--- config.mk ---
export PLATFORM = sky130hd
export DESIGN_NAME = cond_status_unit
export DESIGN_NICKNAME = d
export VERILOG_FILES = /design/src/rtl/cond_status_unit_pkg.sv /design/src/rtl/cond_status_unit_cond_decode.sv /design/src/rtl/cond_status_unit.sv
export SDC_FILE = /design/constraint.sdc
export NUM_CORES = 1
export LEC_CHECK = 0
export BUFFER_PORTS_ARGS = -buffer_cell sky130_fd_sc_hd__buf_2
export CAP_MARGIN = 25
export CORE_ASPECT_RATIO = 1.4
export CORE_MARGIN = 5
export CORE_UTILIZATION = 57
export DETAILED_ROUTE_END_ITERATION = 6
export PLACE_DENSITY = 0.84
export SLEW_MARGIN = 0
export SYNTH_ARGS = -nofsm -noshare
export SYNTH_HDL_FRONTEND = slang
export SYNTH_SLANG_ARGS = --single-unit
--- constraint.sdc ---
create_clock -name clk -period 6.7 [get_ports clk]
set_input_delay 0.67 -clock clk [delete_from_list [all_inputs] [get_ports clk]]
set_output_delay 0.67 -clock clk [all_outputs]
set_load 0.05 [all_outputs]
--- src/rtl/cond_status_unit_pkg.sv ---
// Shared definitions for the status-flag / condition-evaluation slice.
// Latency: n/a (types and constants only).
// Backpressure: n/a.
package cond_status_unit_pkg;

  // NZCV bit positions, shared with the ALU flag output.
  localparam int unsigned FLAG_V = 0;
  localparam int unsigned FLAG_C = 1;
  localparam int unsigned FLAG_Z = 2;
  localparam int unsigned FLAG_N = 3;

  // ARM condition field encodings (IR[31:28]).
  localparam logic [3:0] COND_EQ = 4'b0000;
  localparam logic [3:0] COND_NE = 4'b0001;
  localparam logic [3:0] COND_CS = 4'b0010;
  localparam logic [3:0] COND_CC = 4'b0011;
  localparam logic [3:0] COND_MI = 4'b0100;
  localparam logic [3:0] COND_PL = 4'b0101;
  localparam logic [3:0] COND_VS = 4'b0110;
  localparam logic [3:0] COND_VC = 4'b0111;
  localparam logic [3:0] COND_HI = 4'b1000;
  localparam logic [3:0] COND_LS = 4'b1001;
  localparam logic [3:0] COND_GE = 4'b1010;
  localparam logic [3:0] COND_LT = 4'b1011;
  localparam logic [3:0] COND_GT = 4'b1100;
  localparam logic [3:0] COND_LE = 4'b1101;
  localparam logic [3:0] COND_AL = 4'b1110;
  localparam logic [3:0] COND_NV = 4'b1111;

  // Result FSM: RESULT marks the cycle the registered outcome is valid.
  typedef enum logic {
    ST_IDLE   = 1'b0,
    ST_RESULT = 1'b1
  } res_state_t;

endpackage

--- src/rtl/cond_status_unit_cond_decode.sv ---
// Combinational ARM condition decode: (cond, nzcv) -> pass.
// Latency: 0 cycles, purely combinational.
// Backpressure: none.
module cond_decode
  import cond_status_unit_pkg::*;
(
  input  logic [3:0] cond,
  input  logic [3:0] nzcv,
  output logic       pass
);

  logic n;
  logic z;
  logic c;
  logic v;

  assign n = nzcv[FLAG_N];
  assign z = nzcv[FLAG_Z];
  assign c = nzcv[FLAG_C];
  assign v = nzcv[FLAG_V];

  // Map each condition code to its flag predicate; NV never executes.
  always_comb begin
    pass = 1'b0;
    case (cond)
      COND_EQ: pass = z;
      COND_NE: pass = ~z;
      COND_CS: pass = c;
      COND_CC: pass = ~c;
      COND_MI: pass = n;
      COND_PL: pass = ~n;
      COND_VS: pass = v;
      COND_VC: pass = ~v;
      COND_HI: pass = c & ~z;
      COND_LS: pass = ~c | z;
      COND_GE: pass = (n == v);
      COND_LT: pass = (n != v);
      COND_GT: pass = ~z & (n == v);
      COND_LE: pass = z | (n != v);
      COND_AL: pass = 1'b1;
      COND_NV: pass = 1'b0;
      default: pass = 1'b0;
    endcase
  end

endmodule

--- src/rtl/cond_status_unit.sv ---
// Holds NZCV flags, returns carry to the ALU, evaluates condition codes, counts pass/fail.
// Latency: cond_valid/cond_pass one cycle after eval; flags_q one cycle after flags_we.
// Backpressure: none; eval accepted every cycle.
module cond_status_unit
  import cond_status_unit_pkg::*;
#(
  parameter bit BYPASS = 1'b1,
  parameter int CNT_W  = 16
) (
  input  logic             clk,
  input  logic             reset,
  input  logic [3:0]       flags_in,
  input  logic             flags_we,
  input  logic [3:0]       cond,
  input  logic             eval,
  output logic             cond_valid,
  output logic             cond_pass,
  output logic [3:0]       flags_q,
  output logic             c_out,
  output logic [CNT_W-1:0] pass_cnt,
  output logic [CNT_W-1:0] fail_cnt
);

  localparam logic [CNT_W-1:0] CNT_MAX = {CNT_W{1'b1}};
  localparam logic [CNT_W-1:0] CNT_ONE = CNT_W'(1);

  res_state_t state_q;
  res_state_t state_d;
  logic [3:0] flags_eff;
  logic       dec_pass;

  // Same-cycle flag write is visible to the evaluation only when bypass is enabled.
  assign flags_eff = (BYPASS && flags_we) ? flags_in : flags_q;
  assign c_out     = flags_q[FLAG_C];

  cond_decode u_cond_decode (
    .cond (cond),
    .nzcv (flags_eff),
    .pass (dec_pass)
  );

  // Architectural flag register, written on S-bit instructions.
  always_ff @(posedge clk) begin
    if (reset) begin
      flags_q <= 4'b0000;
    end else if (flags_we) begin
      flags_q <= flags_in;
    end
  end

  // Result FSM state register.
  always_ff @(posedge clk) begin
    if (reset) begin
      state_q <= ST_IDLE;
    end else begin
      state_q <= state_d;
    end
  end

  // Next state and valid strobe: every eval produces one RESULT cycle.
  always_comb begin
    state_d    = ST_IDLE;
    cond_valid = 1'b0;
    if (eval) begin
      state_d = ST_RESULT;
    end
    if (state_q == ST_RESULT) begin
      cond_valid = 1'b1;
    end
  end

  // Registered pass/fail result, held until the next evaluation.
  always_ff @(posedge clk) begin
    if (reset) begin
      cond_pass <= 1'b0;
    end else if (eval) begin
      cond_pass <= dec_pass;
    end
  end

  // Saturating debug counters; they stick at all-ones rather than wrap.
  always_ff @(posedge clk) begin
    if (reset) begin
      pass_cnt <= '0;
      fail_cnt <= '0;
    end else if (eval) begin
      if (dec_pass) begin
        if (pass_cnt != CNT_MAX) pass_cnt <= pass_cnt + CNT_ONE;
      end else begin
        if (fail_cnt != CNT_MAX) fail_cnt <= fail_cnt + CNT_ONE;
      end
    end
  end

endmodule

==> results.md <==
- Starting Density: 59.63%
- Worst setup path class: in -> reg
- Setup ws final: 3.988 ns
- Fillers: 302
- Syn-to-layout area delta: 16.21%
- # DRC: 0
- Wire length of the first global-routing pass: 8.783 mm
- Tot Pwr: 552.7 µW
- Skew final: 0.005596 ns
- CTS sink cnt: 38
- DRT antenna net count: 0
- Gpl congestion: 0.8347
- Ys async rst share: 0%
- Crit share post-route: 40.47%
- Worst slew pin tran: 0.9980 ns
- Synth warn: 0
- Post-synth EDFFs: 0
- Site row count: 26
- Synth Cell Area: 2192 µm²
- Largest net degree at the start of global routing: 63
- Prevailing post-synth register cell: dfxtp_1
- LEAKAGE: 1.111 nW
- Syn Nets: 270
- Worst EP required: 6.89 ns
- VDD IR max: 0.2050 mV
- Total global routing overflow: 0
- Core footprint: 3676 µm²
- Crit start category: primary input
- Seq cells post-synth: 38
- Commonest non-fill, non-tap cell in the layout: buf_2
- Final Max Tran Viols: 0
- Vias in the first global route: 1954
- Setup WS pre-CTS: 3.738 ns
- CP delay by family, top: multiplexers
- Mean Syn Cell Area: 8.563 µm²
- Number of antenna diodes: 0
- Io pins: 51
- Die Y: 83.38 µm
- Die ar.: 5203 µm²
- H-tree depth: 2
- Post-CTS setup buffer count: 0
- Pwr Density: 216.9 nW/µm²
- Routed WL per cell: 14.97 µm
- Worst-path cell chain: buf_2, mux2i_1, o211ai_2, mux2i_1, a32oi_2, nor4_1, mux2_2
- TritonCTS clock tree: yes
- RSZ-0062 raised after global routing: false
- FF+latch area: 760.7 µm²
- Status: finished clean
- Tightest Hold Check Type: reg -> reg
- Clock Pin Slew Worst Setup and Hold Paths: 0.08 ns
- Slew headroom: 33.47%
- Crit path DAT: 2.90 ns
- Clk Latency, worst-skew pair: 0.30 ns
- Min Hold Slack: 0.4927 ns
- # setup viols final: 0
- Endpoints failing hold: 0
- Max Root-Sink Buffers: 2
- Sequential fraction of the synthesis area: 34.70%
- Crit path time final: 2.712 ns
- Synth cell types: 43
- Via-per-instance ratio: 6.065
- Maxcap violations: 0
- HPWL after detailed placement: 3.497 mm
- Critical Path Sink Type: flop
- Root Driver: clkbuf_8
- Cts hold-fix bufs: 0
- Crit path top cell by count: mux2i_1
- Initial antenna violation count: 0
- Resized Gates After CTS: 0
- Setup TNS: 0 ns
- Nets@finish: 311
- Slowest cell delay on critical path: 0.45 ns
- Die Wd: 62.41 µm
- Routed wire length: 5.089 mm
- Multi-input gate area: 1326 µm²
- Slowest cell on the critical path: nor4_1
- Final core utilization: 69.30%
- GR Util All Layers: 19.78%
- Port Buffers: 50
- Detailed-route via count: 2062
- Critical path fanouts, max: 22
- FMAX: 368.8 MHz
- Syn Inst Count: 256
- Num CTS Buffers: 5
- Drt first pass iters: 4
- Buf/Inv on CP: 1
- Most frequent cells in the layout: buf_2, dfxtp_1, nor2_1
- Share of cells above drive strength 1: 26.17%
- Initial DRC count: 112
-- sequential cells by signal (all words and copies together), names as in the netlist --
register / flops
flags_q: 4
cond_pass: 1
fail_cnt: 16
state_q: 1
pass_cnt: 16
-- metal layers --
layer / vias up / wire length, µm / GRT usage, %
met5: - / 0 / 0
met4: 0 / 97 / 7.143
met3: 12 / 332 / 7.297
met2: 64 / 2513 / 33.30
met1: 972 / 2146 / 22.56
li1: 1014 / - / -
-- cell type report --
type,count,share of cell area (%)
Inverter,2,0.2947
Clock buffer,6,3.242
Tap cell,42,2.063
Clock inverter,2,2.358
Sequential cell,38,29.86
Multi-Input combinational cell,199,52.06
Timing Repair Buffer,51,10.12
-- report_power, final --
group	switching, mW	leakage, nW	total, mW	internal, mW
clock network	0.0855	0.0714	0.244	0.159
logic	0.0526	0.732	0.0735	0.0210
registers	0.00447	0.308	0.235	0.230
total	0.143	1.11	0.553	0.410
-- worst register-to-register path: stages, from the launching register on --
cell and delay [ns]:
dfxtp_1 0.40, xor2_1 0.19, mux2i_1 0.15, o211ai_2 0.22
mux2i_1 0.30, a32oi_2 0.40, nor4_1 0.45, mux2_2 0.37
-- final timing paths --
| check | startpoint | endpoint | slack (ns) | depth (start not counted) |
|---|---|---|---|---|
| setup reg to reg | flags_q[3] | pass_cnt[14] | 4.13 | 7 |
| hold / removal | pass_cnt[8] | pass_cnt[8] | 0.49 | 2 |
| setup / recovery | flags_we | pass_cnt[14] | 3.99 | 7 |
| hold reg to reg | pass_cnt[8] | pass_cnt[8] | 0.49 | 2 |
-- synthesized netlist by cell type (2+ instances only) --
| library cell | number | area, µm² |
|---|---|---|
| nand3_1 | 15 | 75.07 |
| o21ai_0 | 6 | 30.03 |
| nor4_1 | 10 | 62.56 |
| and3_1 | 5 | 31.28 |
| nand2_1 | 12 | 45.04 |
| o31ai_1 | 3 | 22.52 |
| dfxtp_1 | 38 | 760.7 |
| or3_1 | 5 | 31.28 |
| xor2_1 | 2 | 17.52 |
| mux2_1 | 6 | 67.56 |
| clkbuf_2 | 2 | 10.01 |
| nand4_1 | 8 | 50.05 |
| and4_1 | 2 | 17.52 |
| mux2i_1 | 9 | 90.09 |
| nor2b_1 | 25 | 156.4 |
| buf_6 | 2 | 22.52 |
| nand2b_1 | 5 | 31.28 |
| nor4b_1 | 5 | 43.79 |
| ha_1 | 2 | 25.02 |
| a21oi_1 | 7 | 35.03 |
| mux2_2 | 16 | 180.2 |
| clkbuf_1 | 9 | 33.78 |
| inv_1 | 2 | 7.510 |
| or4_1 | 3 | 22.52 |
| nor2_1 | 32 | 120.1 |
| nor3b_1 | 3 | 22.52 |
| nor3_1 | 6 | 30.03 |
-- through the flow --
step	cell area [µm²]	std cells
2_1_floorplan	2192	256
3_3_place_gp	2405	332
3_5_place_dp	2405	332
4_1_cts	2547	340
5_1_grt	2547	340
6_report	2547	340
-- logic make-up (layout without fill, tap and decap cells) --
| kind of cell | Yosys count | after routing | share of synthesized area, % |
|---|---|---|---|
| compound gates | 25 | 25 | 8.048 |
| fa+ha+maj | 2 | 2 | 1.141 |
| xor+xnor | 3 | 3 | 1.199 |
| simple gates | 137 | 137 | 34.08 |
| mux | 32 | 32 | 16.04 |
| flops | 38 | 38 | 34.70 |
| buf+inv | 19 | 61 | 4.794 |
Power figures use the tool's default switching activity.
